## config.mk

```make
export PLATFORM = sky130hd
export DESIGN_NAME = code_phase_mod
export DESIGN_NICKNAME = d
export VERILOG_FILES = /design/src/rtl/code_phase_mod.sv
export SDC_FILE = /design/constraint.sdc
export NUM_CORES = 1
export LEC_CHECK = 0
export CORE_AREA = 2 2 157 128
export DETAILED_ROUTE_END_ITERATION = 16
export DIE_AREA = 0 0 159 130
export DONT_BUFFER_PORTS = 1
export GPL_ROUTABILITY_DRIVEN = 0
export PLACE_DENSITY = 0.6
export SETUP_SLACK_MARGIN = 0.05
export SLEW_MARGIN = 30
export SYNTH_ARGS = -nofsm -noshare
export SYNTH_HDL_FRONTEND = slang
export SYNTH_SLANG_ARGS = --single-unit
```

## constraint.sdc

```tcl
create_clock -name i_clk -period 4.5 [get_ports i_clk]
set_input_delay 0.45 -clock i_clk [delete_from_list [all_inputs] [get_ports i_clk]]
set_output_delay 0.45 -clock i_clk [all_outputs]
set_load 0.005 [all_outputs]
```

## src/rtl/code_phase_mod.sv

```systemverilog
// Burst phase/envelope generator: ramps amplitude up/down around a coded burst and streams BPSK-offset carrier phase.
// Phase word registered 1 cycle after i_signal; stream never stalls, tready low only raises sticky o_underrun.
module code_phase_mod #(
   parameter logic [15:0] AMP_MAX = 16'h7FFF,
   parameter int          PH_W    = 32
) (
   input  logic            i_clk,
   input  logic            i_rst,
   input  logic            i_sinc,
   input  logic [15:0]     i_signal,
   input  logic [PH_W-1:0] i_ftw,
   input  logic [15:0]     i_amp_step,
   input  logic            i_clr,
   output logic [PH_W-1:0] o_phase_tdata,
   output logic            o_phase_tvalid,
   input  logic            i_phase_tready,
   output logic [15:0]     o_amp,
   output logic            o_tx_en,
   output logic            o_underrun
);

   typedef enum logic [1:0] {IDLE, RAMP_UP, ON, RAMP_DOWN} state_t;

   localparam logic [PH_W-1:0] HALF = {1'b1, {(PH_W-1){1'b0}}};

   state_t          state, state_nxt;
   logic [PH_W-1:0] acc, acc_nxt;
   logic [PH_W-1:0] ftw, ftw_nxt;
   logic [15:0]     step, step_nxt;
   logic [15:0]     amp_nxt, amp_up, amp_dn;
   logic [16:0]     up_sum;
   logic            pol, pol_nxt;
   logic            sinc_take;

   // Saturating ramp arithmetic; a zero step jumps straight to the rail.
   always_comb begin
      up_sum = {1'b0, o_amp} + {1'b0, step};
      if (step == 16'd0 || up_sum >= {1'b0, AMP_MAX})
         amp_up = AMP_MAX;
      else
         amp_up = up_sum[15:0];
      if (step == 16'd0 || o_amp <= step)
         amp_dn = 16'd0;
      else
         amp_dn = o_amp - step;
   end

   always_comb begin
      state_nxt = state;
      amp_nxt   = o_amp;
      ftw_nxt   = ftw;
      step_nxt  = step;
      acc_nxt   = acc + ftw;
      sinc_take = 1'b0;
      case (state)
         IDLE: begin
            if (i_sinc) sinc_take = 1'b1;
         end
         RAMP_UP: begin
            amp_nxt = amp_up;
            if (amp_up == AMP_MAX) state_nxt = ON;
         end
         ON: begin
            amp_nxt = AMP_MAX;
            if (i_signal == 16'd0) state_nxt = RAMP_DOWN;
         end
         RAMP_DOWN: begin
            if (i_sinc) begin
               sinc_take = 1'b1;
            end else begin
               amp_nxt = amp_dn;
               if (amp_dn == 16'd0) state_nxt = IDLE;
            end
         end
         default: state_nxt = IDLE;
      endcase
      // A restart keeps the current amplitude and ramps up from there.
      if (sinc_take) begin
         state_nxt = RAMP_UP;
         ftw_nxt   = i_ftw;
         step_nxt  = i_amp_step;
         acc_nxt   = '0;
      end
   end

   // Zero chips carry no sign, so polarity holds through the ramp-down tail.
   assign pol_nxt = (i_signal == 16'd0) ? pol : i_signal[15];

   always_ff @(posedge i_clk or negedge i_rst) begin
      if (!i_rst) begin
         state          <= IDLE;
         acc            <= '0;
         ftw            <= '0;
         step           <= '0;
         pol            <= 1'b0;
         o_phase_tdata  <= '0;
         o_phase_tvalid <= 1'b0;
         o_amp          <= '0;
         o_tx_en        <= 1'b0;
         o_underrun     <= 1'b0;
      end else begin
         state          <= state_nxt;
         acc            <= acc_nxt;
         ftw            <= ftw_nxt;
         step           <= step_nxt;
         pol            <= pol_nxt;
         o_phase_tdata  <= acc_nxt + (pol_nxt ? HALF : '0);
         o_phase_tvalid <= 1'b1;
         o_amp          <= amp_nxt;
         o_tx_en        <= (state_nxt != IDLE);
         if (o_phase_tvalid && !i_phase_tready)
            o_underrun <= 1'b1;
         else if (i_clr)
            o_underrun <= 1'b0;
      end
   end

endmodule
```

==> results of run 1 <==
==> registers in the layout, indices dropped and copies added, names as in the netlist <==
signal and flops:
ftw 32, pol 1, o_amp 16, state 2, step 16, acc 32, o_phase_tvalid 1, o_tx_en 1
o_underrun 1, o_phase_tdata 1
==> cell usage after synthesis (8+ instances only) <==
cell type,count,area share
or3_1,13,0.011
xnor2_1,21,0.024
clkbuf_1,34,0.017
ha_1,68,0.11
dfrtp_1,103,0.34
nor2_1,58,0.029
buf_4,31,0.031
nor4_1,16,0.013
xor2_1,16,0.019
o211ai_1,8,0.0080
a21o_1,35,0.035
a211oi_1,17,0.017
a21oi_1,55,0.037
o21ai_0,53,0.035
nand3_1,11,0.0073
nand2_1,142,0.071
nor3_1,18,0.012
inv_1,45,0.022
or2_2,8,0.0067
nor2b_1,13,0.011
==> how the worst min path moves through the flow <==
stage,slack [ns],end,start
floorplan,0.15,acc[0],i_rst
finish,0.03,o_underrun,i_rst
global placement,0.16,ftw[23],i_rst
CTS,0.05,o_underrun,i_rst
global route,0.06,ftw[27],i_rst
detailed placement,0.16,o_underrun,i_rst
==> final cells by class <==
cell class                 count  area [sq um]  area share
timing repair buffer          12           110      0.0140
inverter                      45           169      0.0215
tap                          264           330      0.0420
clock inverter                 6          56.3     0.00716
multi-input combinational    669          4390       0.559
clock buffer                   9           225      0.0286
sequential                   103          2580       0.328
==> kinds of logic (layout without fill, tap and decap cells) <==
group	Yosys count	after routing	synth area share
XOR/XNOR	37	37	0.0431
other	1	1	0.000499
multiplexers	1	1	0.00133
AO/OA/AOI/OAI	236	236	0.212
AND/OR/NAND/NOR	323	323	0.205
adder cells (fa/ha/maj)	71	71	0.121
buffers and inverters	113	72	0.0741
flip-flops	103	103	0.343
==> through the flow <==
step	setup WS [ns]	utilization
floorplan	0.907	-
global placement	0.442	0.391
detailed placement	0.466	0.391
CTS	0.453	0.407
global route	0.190	0.407
finish	0.462	0.407
==> routing by layer <==
layer	share of wire	vias up	GRT usage	routed length, um
met2	0.39	186	0.247	7300
li1	-	2988	-	-
met3	0.076	16	0.0537	1440
met4	0.013	0	0.0406	254
met1	0.52	2865	0.283	9910
met5	0	-	0	0
==> results.ini, run 1 <==
[cells_and_area]
antenna_cells=0
fin_area_sq_um=7860
instances_no_fill=1108
area_growth_pct=4.58
final_common_cell=nand2_1
fillers=2007
fin_nets=980
final_cell_mix=142 x nand2_1, 103 x dfrtp_1, 68 x ha_1
drive_gt1_frac=0.0592

[worst_setup_path]
endpoint=o_amp[2]
worst_setup_path_start_kind=flop
worstReg2RegEnd=o_amp[2]
crit_slowest_cell=or4_4
rrSetupSlack_ns=0.46
crit_arrival_ns=4.32
crit_family=compound AO/OA/AOI/OAI gates
critPathKind=reg -> reg
cpPeakStageDelay_ns=0.56
crit_path_cell_trace=ha_1 -> inv_1 -> fa_1 -> o21bai_1 -> a21oi_1 -> xnor2_1 -> a2111oi_0 -> or4b_1 -> or4_4 -> o211a_4 -> a22o_1 -> nand2_1 -> a22o_1
endpoint_kind=flop
worstRegToRegCells=13
crit_buf_inv=1
cpMostUsedCell=a22o_1
cp_num_cells=13
worstReg2RegStart=o_amp[0]
worstSetupStartpoint=o_amp[0]
worstPathMaxFanout=15
cp.required_ns=4.78

[clock_tree]
cts.clk_slew.worst_paths_ns=0.08
cts_hold_repair.buffers=1
insertion_delay_ns=0.35
cts.htree.levels=3
clockBufferDepth=2
cts_buffers=9
cts_tree=done
cts.sinks=103
root_buffer=clkbuf_16
cts-resized-gates=0
cts_setup_buffers=0

[timing]
drv_slew=0
fmax_mhz=248
rsz0062_at_grt=false
period_share=0.897
finClkSkew_ns=0.0114
final.setup.tns_ns=0
setup_viol=0
max_slew.worst_pin.slew_ns=0.761
slew_headroom=0.488
min_period_ns=4.04
hold_violations=0
hold_ws_ns=0.0296

[place]
place_inst=1092
port-buffer-count=0
placed_area_sq_um=7550
dpl.hpwl_um=14200

[synthesis]
ys_types=72
yosysWarnings=0
syn_inst=885
ys_seq_area_frac=0.343
ys.flop_type=dfrtp_1
synth-edff-count=0
synth_area_per_cell_sq_um=8.50
synth_seq_cells=103
synthArstFlopShare=1.00
synth_nets=1025
netlist_area_sq_um=7520

[die]
boundaryPins=120
core-area_sq_um=19300
die_h_um=130
die-width_um=159
die-area_sq_um=20700
initial_utilization=0.389
num_rows=46

[global_routing]
grt_max_degree=104
grt_pass1_wl_um=30200
overflow=0
antenna_found_initial=0
grt_pass1_vias=5479
track_usage=0.183

[route]
dr.first_iter.drc_count=444
drt_pre_antenna_iters=5
vias_per_cell=5.46
wl_per_cell_um=17.1
drc=0
wirelength_um=18900
ant_nets=0
vias=6055

[hold_path]
min_path_type=in -> async

[run]
timing.max_cap.violations=0

[outcome]
status=finished, final reports clean

Power of run 1 is not shown: default switching activity piles up to over one toggle a cycle in this logic, so the estimate is an artifact.
==> run 2: changes to the inputs <==
--- a/config.mk
+++ b/config.mk
@@ -5,12 +5,13 @@
 export SDC_FILE = /design/constraint.sdc
 export NUM_CORES = 1
 export LEC_CHECK = 0
-export CORE_AREA = 2 2 157 128
+export ABC_AREA = 1
+export CORE_AREA = 2 2 159 130
 export DETAILED_ROUTE_END_ITERATION = 16
-export DIE_AREA = 0 0 159 130
+export DIE_AREA = 0 0 161 132
 export DONT_BUFFER_PORTS = 1
 export GPL_ROUTABILITY_DRIVEN = 0
-export PLACE_DENSITY = 0.6
+export PLACE_DENSITY = 0.62
 export SETUP_SLACK_MARGIN = 0.05
 export SLEW_MARGIN = 30
 export SYNTH_ARGS = -nofsm -noshare
==> constraint.sdc (replaced) <==
create_clock -name i_clk -period 3.5 [get_ports i_clk]
set_input_delay 0.35 -clock i_clk [delete_from_list [all_inputs] [get_ports i_clk]]
set_output_delay 0.35 -clock i_clk [all_outputs]
set_load 0.005 [all_outputs]
==> results.ini, run 2 <==
[outcome]
status=finished, final reports clean

[route]
wl_per_cell_um=16.7  ; -2.1%
ant_nets=0  ; unchanged
dr.first_iter.drc_count=703  ; +58%
drc=0  ; unchanged
vias_per_cell=5.27  ; -3.5%
drt_pre_antenna_iters=6  ; +1
wirelength_um=22100  ; +17%
vias=6965  ; +15%

[clock_tree]
root_buffer=clkbuf_16
insertion_delay_ns=0.36  ; about the same
cts.clk_slew.worst_paths_ns=0.08  ; about the same
cts.htree.levels=3  ; unchanged
cts_buffers=9  ; unchanged
cts_tree=done
clockBufferDepth=2  ; unchanged
cts_setup_buffers=0  ; unchanged
cts.sinks=103  ; unchanged

[synthesis]
ys_seq_area_frac=0.332  ; -0.0105
synth_area_leaders=dfrtp_1 33%, nand2_1 15%, ha_1 11%, a21oi_1 6.4%, inv_1 5.8%
synth_area_per_cell_sq_um=7.11  ; -16%
synthTopCellsByCount=307 x nand2_1, 120 x inv_1, 103 x dfrtp_1, 100 x nor2_1, 99 x a21oi_1
ys.flop_type=dfrtp_1
synthArstFlopShare=1.00  ; unchanged
synth_seq_cells=103  ; unchanged
netlist_area_sq_um=7750  ; +3.1%
syn_inst=1091  ; +23%
synth_top_area_share=0.332  ; -0.0105
yosysTopAreaCell=dfrtp_1
synth-edff-count=0  ; unchanged
ys_types=44  ; -39%
synth_nets=1231  ; +20%
yosysWarnings=0  ; unchanged
synth.most_common_cell=nand2_1

[timing]
rsz0062_at_grt=false
max_slew.worst_pin.slew_ns=0.875  ; +0.114 ns
min_period_ns=3.20  ; -0.835 ns
period_share=0.915  ; +0.0179
hold_violations=0  ; unchanged
final.setup.tns_ns=0  ; unchanged
fmax_mhz=312  ; +26%
finClkSkew_ns=0.0112  ; -0.000226 ns
slew_headroom=0.417  ; -0.0713
setup_viol=0  ; unchanged
drv_slew=0  ; unchanged

[die]
initial_utilization=0.396  ; +0.00751
boundaryPins=120  ; unchanged
num_rows=46  ; unchanged
die_h_um=132  ; +1.5%
die-area_sq_um=21300  ; +2.8%
die-width_um=161  ; +1.3%
core-area_sq_um=19600  ; +1.2%

[worst_setup_path]
worstReg2RegStart=o_amp[0]
worstReg2RegEnd=o_tx_en
worst_setup_path_start_kind=flop
cpMostUsedCell=nand2_1
crit_family=simple AND/OR/NAND/NOR gates
cp.required_ns=3.74  ; -1.04 ns
crit_path_cell_trace=inv_1 -> ha_1 -> inv_1 -> fa_2 -> nand3_1 -> nand3_1 -> nand2_1 -> nand2_1 -> nand2_1 -> nand2_2 -> nand2_4 -> inv_2 -> o21ai_0 -> nand2_1 -> nor2_1 -> nand4_1 -> nand2_1 -> nand3b_1 -> nand2_1 -> nand3_1
crit_slowest_cell=dfrtp_1
worstPathMaxFanout=9  ; -6
rrSetupSlack_ns=0.30  ; -0.17 ns
crit_arrival_ns=3.44  ; -0.88 ns
crit_buf_inv=3  ; +2
cpPeakStageDelay_ns=0.43  ; -0.13 ns
endpoint_kind=flop
worstRegToRegCells=20  ; +7
endpoint=o_tx_en
cp_num_cells=20  ; +7
worstSetupStartpoint=o_amp[0]
critPathKind=reg -> reg

[global_routing]
antenna_found_initial=0  ; unchanged
grt_pass1_vias=6461  ; +18%
track_usage=0.209  ; +0.0258
grt_max_degree=104  ; unchanged
grt_pass1_wl_um=35300  ; +17%
overflow=0  ; unchanged

[cells_and_area]
antenna_cells=0  ; unchanged
fillers=2087  ; +4.0%
fin_nets=1192  ; +22%
drive_gt1_frac=0.0378  ; -0.0214
final_cell_mix=307 x nand2_1, 120 x inv_1, 103 x dfrtp_1
top_regs=acc (32), ftw (32)
final_common_cell=nand2_1
area_growth_pct=4.66  ; about the same

[place]
port-buffer-count=0  ; unchanged
dpl.hpwl_um=16800  ; +18%

[hold_path]
hp-start=i_clr
min_path_type=in -> reg

[run]
timing.max_cap.violations=0  ; unchanged

-- run 2: changes by cell type after synthesis, moves of 18 or more --
cell and delta:
nor2_1 +42, inv_1 +75, a21oi_1 +44, a21o_1 -31, nand3_1 +44, nand2_1 +165, xnor2_1 -18
-- run 2: worst reg2reg max path, delay by kind of cell, from the launching register on --
family	cells	cell delay (ns)
and+or+nand+nor	14	1.56
adders and majority gates	2	0.60
DFF	1	0.43
AOI/OAI and AO/OA	1	0.16
buffers and inverters	3	0.34
-- run 2: cell families after synthesis --
logic type,count (synthesis),share of synthesized area
buffers and inverters,182,0.108
AND/OR/NAND/NOR,505,0.268
flip-flops,103,0.332
AO/OA/AOI/OAI,201,0.142
XOR/XNOR,28,0.0316
adder cells (fa/ha/maj),71,0.117
other,1,0.000484
-- run 2: layer usage --
layer | vias to the layer above | GRT usage | share of wire
li1 | 3448 | - | -
met1 | 3173 | 0.314 | 0.48
met2 | 322 | 0.285 | 0.39
met3 | 22 | 0.0717 | 0.12
met4 | 0 | 0.0481 | 0.014
met5 | - | 0 | 0
-- run 2: worst min path at each step --
| stage | slack (ns) | to | cells past startpoint |
|---|---|---|---|
| 6_report | 0.1 | o_underrun | 1 |
| 5_1_grt | 0.08 | o_underrun | 1 |
| 4_1_cts | 0.08 | o_underrun | 1 |
| 3_5_place_dp | 0.06 | step[10] | 0 |
| 3_3_place_gp | 0.06 | step[14] | 0 |
| 2_1_floorplan | 0.05 | acc[0] | 0 |
-- run 2: stage by stage --
step                      hold WS (ns)  worst slack (ns)   util  cells  area, sq um
final                           0.0985             0.296  0.415   1321         8120
after detailed placement        0.0573             0.370  0.397   1303         7760
after floorplan                 0.0544              1.04      -   1091         7750
after CTS                       0.0812             0.347  0.415   1321         8110
after global routing            0.0845            0.0997  0.415   1321         8120
after global placement          0.0565             0.431  0.397   1303         7760
-- run 2: area by class of cell --
cell class                      instances  area [sq um]  share of cell area
Clock buffer                            9           225              0.0277
Clock inverter                          7          87.6              0.0108
Inverter                              126           475              0.0586
Multi-Input combinational cell        806          4350               0.536
Sequential cell                       103          2580               0.318
Tap cell                              264           330              0.0407
Timing Repair Buffer                    6          67.6             0.00832
-- run 2: what timing repair did --
action                                  4_1_cts  5_1_grt
endpoints found under the setup margin        0        2
endpoints found under the hold margin       103        0
hold buffers                                  2        0
resized for setup                             0        1
Power of run 2 is left out for the same reason.
==> run 3: changes to the inputs <==
--- a/config.mk
+++ b/config.mk
@@ -11,7 +11,7 @@
 export DIE_AREA = 0 0 161 132
 export DONT_BUFFER_PORTS = 1
 export GPL_ROUTABILITY_DRIVEN = 0
-export PLACE_DENSITY = 0.62
+export PLACE_DENSITY = 0.6
 export SETUP_SLACK_MARGIN = 0.05
 export SLEW_MARGIN = 30
 export SYNTH_ARGS = -nofsm -noshare
==> constraint.sdc (replaced) <==
create_clock -name i_clk -period 3.1 [get_ports i_clk]
set_input_delay 0.31 -clock i_clk [delete_from_list [all_inputs] [get_ports i_clk]]
set_output_delay 0.31 -clock i_clk [all_outputs]
set_load 0.005 [all_outputs]
==> results.ini, run 3 (synthesized netlist as in run 2, its figures left out) <==
[outcome]
status=finished, final reports clean

[global_routing]
busiest_layer=met1
globalRouteMet2Util=0.285  ; about the same
track_usage=0.212  ; +0.00276
grt_pass1_wl_um=35800  ; +1.4%
antenna_found_initial=0  ; unchanged
grt_pass1_vias=6485  ; +0.37%
gr-usage-met3=0.0573  ; -0.0145
overflow=0  ; unchanged
grt_max_degree=104  ; unchanged
use_met1=0.331  ; +0.0176

[worst_setup_path]
worstReg2RegEnd=o_tx_en
worstReg2RegStart=o_amp[0]
endpoint_kind=flop
cp.required_ns=3.33  ; -0.41 ns
cpPeakStageDelay_ns=0.44  ; about the same
worstPathMaxFanout=5  ; -4
crit_path_cell_trace=inv_2 -> ha_2 -> inv_2 -> fa_2 -> nand3_2 -> nand3_4 -> nand2_2 -> nand2_1 -> nand2_1 -> nand2_2 -> nand2_4 -> buf_4 -> nor2_1 -> nor2_1 -> nand2_1 -> nor2_1 -> nand4_1 -> nand2_1 -> nand3b_1 -> nand2_1 -> nand3_1
worst_setup_path_start_kind=flop
crit_slowest_cell=dfrtp_1
cpMostUsedCell=nand2_1
critPathKind=reg -> reg
crit_buf_inv=3  ; unchanged
worstRegToRegCells=21  ; +5.0%
crit_arrival_ns=3.08  ; -0.36 ns
crit_family=simple AND/OR/NAND/NOR gates
rrSetupSlack_ns=0.25  ; -0.04 ns

[cells_and_area]
fin_area_sq_um=8240  ; +1.5%
fin_nets=1205  ; +1.1%
final_util=0.421  ; +0.00614
final_cell_mix=306 x nand2_1, 118 x inv_1, 103 x dfrtp_1
top_regs=acc (32), ftw (32)
antenna_cells=0  ; unchanged
drive_gt1_frac=0.0561  ; +0.0182
area_growth_pct=6.21
final_common_cell=nand2_1

[timing]
hold_violations=0  ; unchanged
rsz0062_at_grt=false
min_period_ns=2.85  ; -0.358 ns
finClkSkew_ns=0.0158  ; +0.00460 ns
slew_headroom=0.419  ; +0.00266
drv_slew=0  ; unchanged
fmax_mhz=351  ; +13%
period_share=0.918  ; +0.00267
setup_viol=0  ; unchanged
max_slew.worst_pin.slew_ns=0.871  ; -0.00398 ns
final.setup.tns_ns=0  ; unchanged
hold_ws_ns=0.0573  ; -0.0411 ns

[hold_path]
min_path_type=in -> reg
hp-start=i_ftw[8]
worstHoldEndpoint=ftw[8]
worstHoldPathCells=2  ; +1

[die]
initial_utilization=0.396  ; unchanged
die-width_um=161  ; unchanged
num_rows=46  ; unchanged
boundaryPins=120  ; unchanged
die-area_sq_um=21300  ; unchanged
core-area_sq_um=19600  ; unchanged
die_h_um=132  ; unchanged

[place]
placed_area_sq_um=7830  ; +0.84%
port-buffer-count=0  ; unchanged
dpl.hpwl_um=17000  ; +1.2%

[clock_tree]
cts.htree.levels=3  ; unchanged
clockBufferDepth=2  ; unchanged
insertion_delay_ns=0.36  ; about the same
cts.sinks=103  ; unchanged
cts_tree=done
root_buffer=clkbuf_16
cts_buffers=9  ; unchanged
cts.clk_slew.worst_paths_ns=0.09  ; about the same

[route]
dr.first_iter.drc_count=714  ; +1.6%
drc=0  ; unchanged
wl_per_cell_um=16.8  ; +0.32%
wirelength_um=22300  ; +1.3%
vias=7071  ; +1.5%
ant_nets=0  ; unchanged
vias_per_cell=5.30  ; +0.53%
drt_pre_antenna_iters=5  ; -1

[run]
timing.max_cap.violations=0  ; unchanged

==> run 3: final cells by class <==
type                    instances  area, sq um
clock buffers                   9          225
well taps                     264          330
multi-input cells             806         4380
fillers                      2053        11300
inverters                     126          475
flip-flops and latches        103         2580
repair buffers                 19          178
clock inverters                 7         71.3
==> run 3: worst max-delay path by stage <==
stage	cells past startpoint	end	slack, ns	from
global placement	20	o_tx_en	0.12	o_amp[0]
global route	21	o_tx_en	0.04	o_amp[0]
CTS	20	o_tx_en	0.06	o_amp[0]
finish	21	o_tx_en	0.25	o_amp[0]
floorplan	20	o_tx_en	0.64	o_amp[0]
detailed placement	20	o_tx_en	0.08	o_amp[0]
==> run 3: layer usage <==
layer / wire length, um / up-vias / part of all wire
li1: - / 3471 / -
met1: 11300 / 3283 / 0.50
met2: 8670 / 297 / 0.39
met3: 2140 / 20 / 0.096
met4: 256 / 0 / 0.011
met5: 0 / - / 0
==> run 3: worst reg2reg max path, delay by kind of cell (launching register included) <==
family / cells / cell delay (ns)
fa+ha+maj: 2 / 0.61
buf+inv: 3 / 0.26
flops: 1 / 0.44
simple gates: 16 / 1.40
==> run 3: what timing repair did <==
item	in CTS	in global routing
endpoints found under the hold margin	103	0
resized for setup	0	10
setup buffers	0	6
hold buffers	2	0
setup endpoints to repair	0	3
==> run 3: per-stage QoR <==
stage | setup slack [ns] | std cells
5_1_grt | 0.0413 | 1334
2_1_floorplan | 0.639 | 1091
3_5_place_dp | 0.0769 | 1310
4_1_cts | 0.0580 | 1328
3_3_place_gp | 0.120 | 1310
6_report | 0.254 | 1334
Power of run 3 is left out for the same reason.
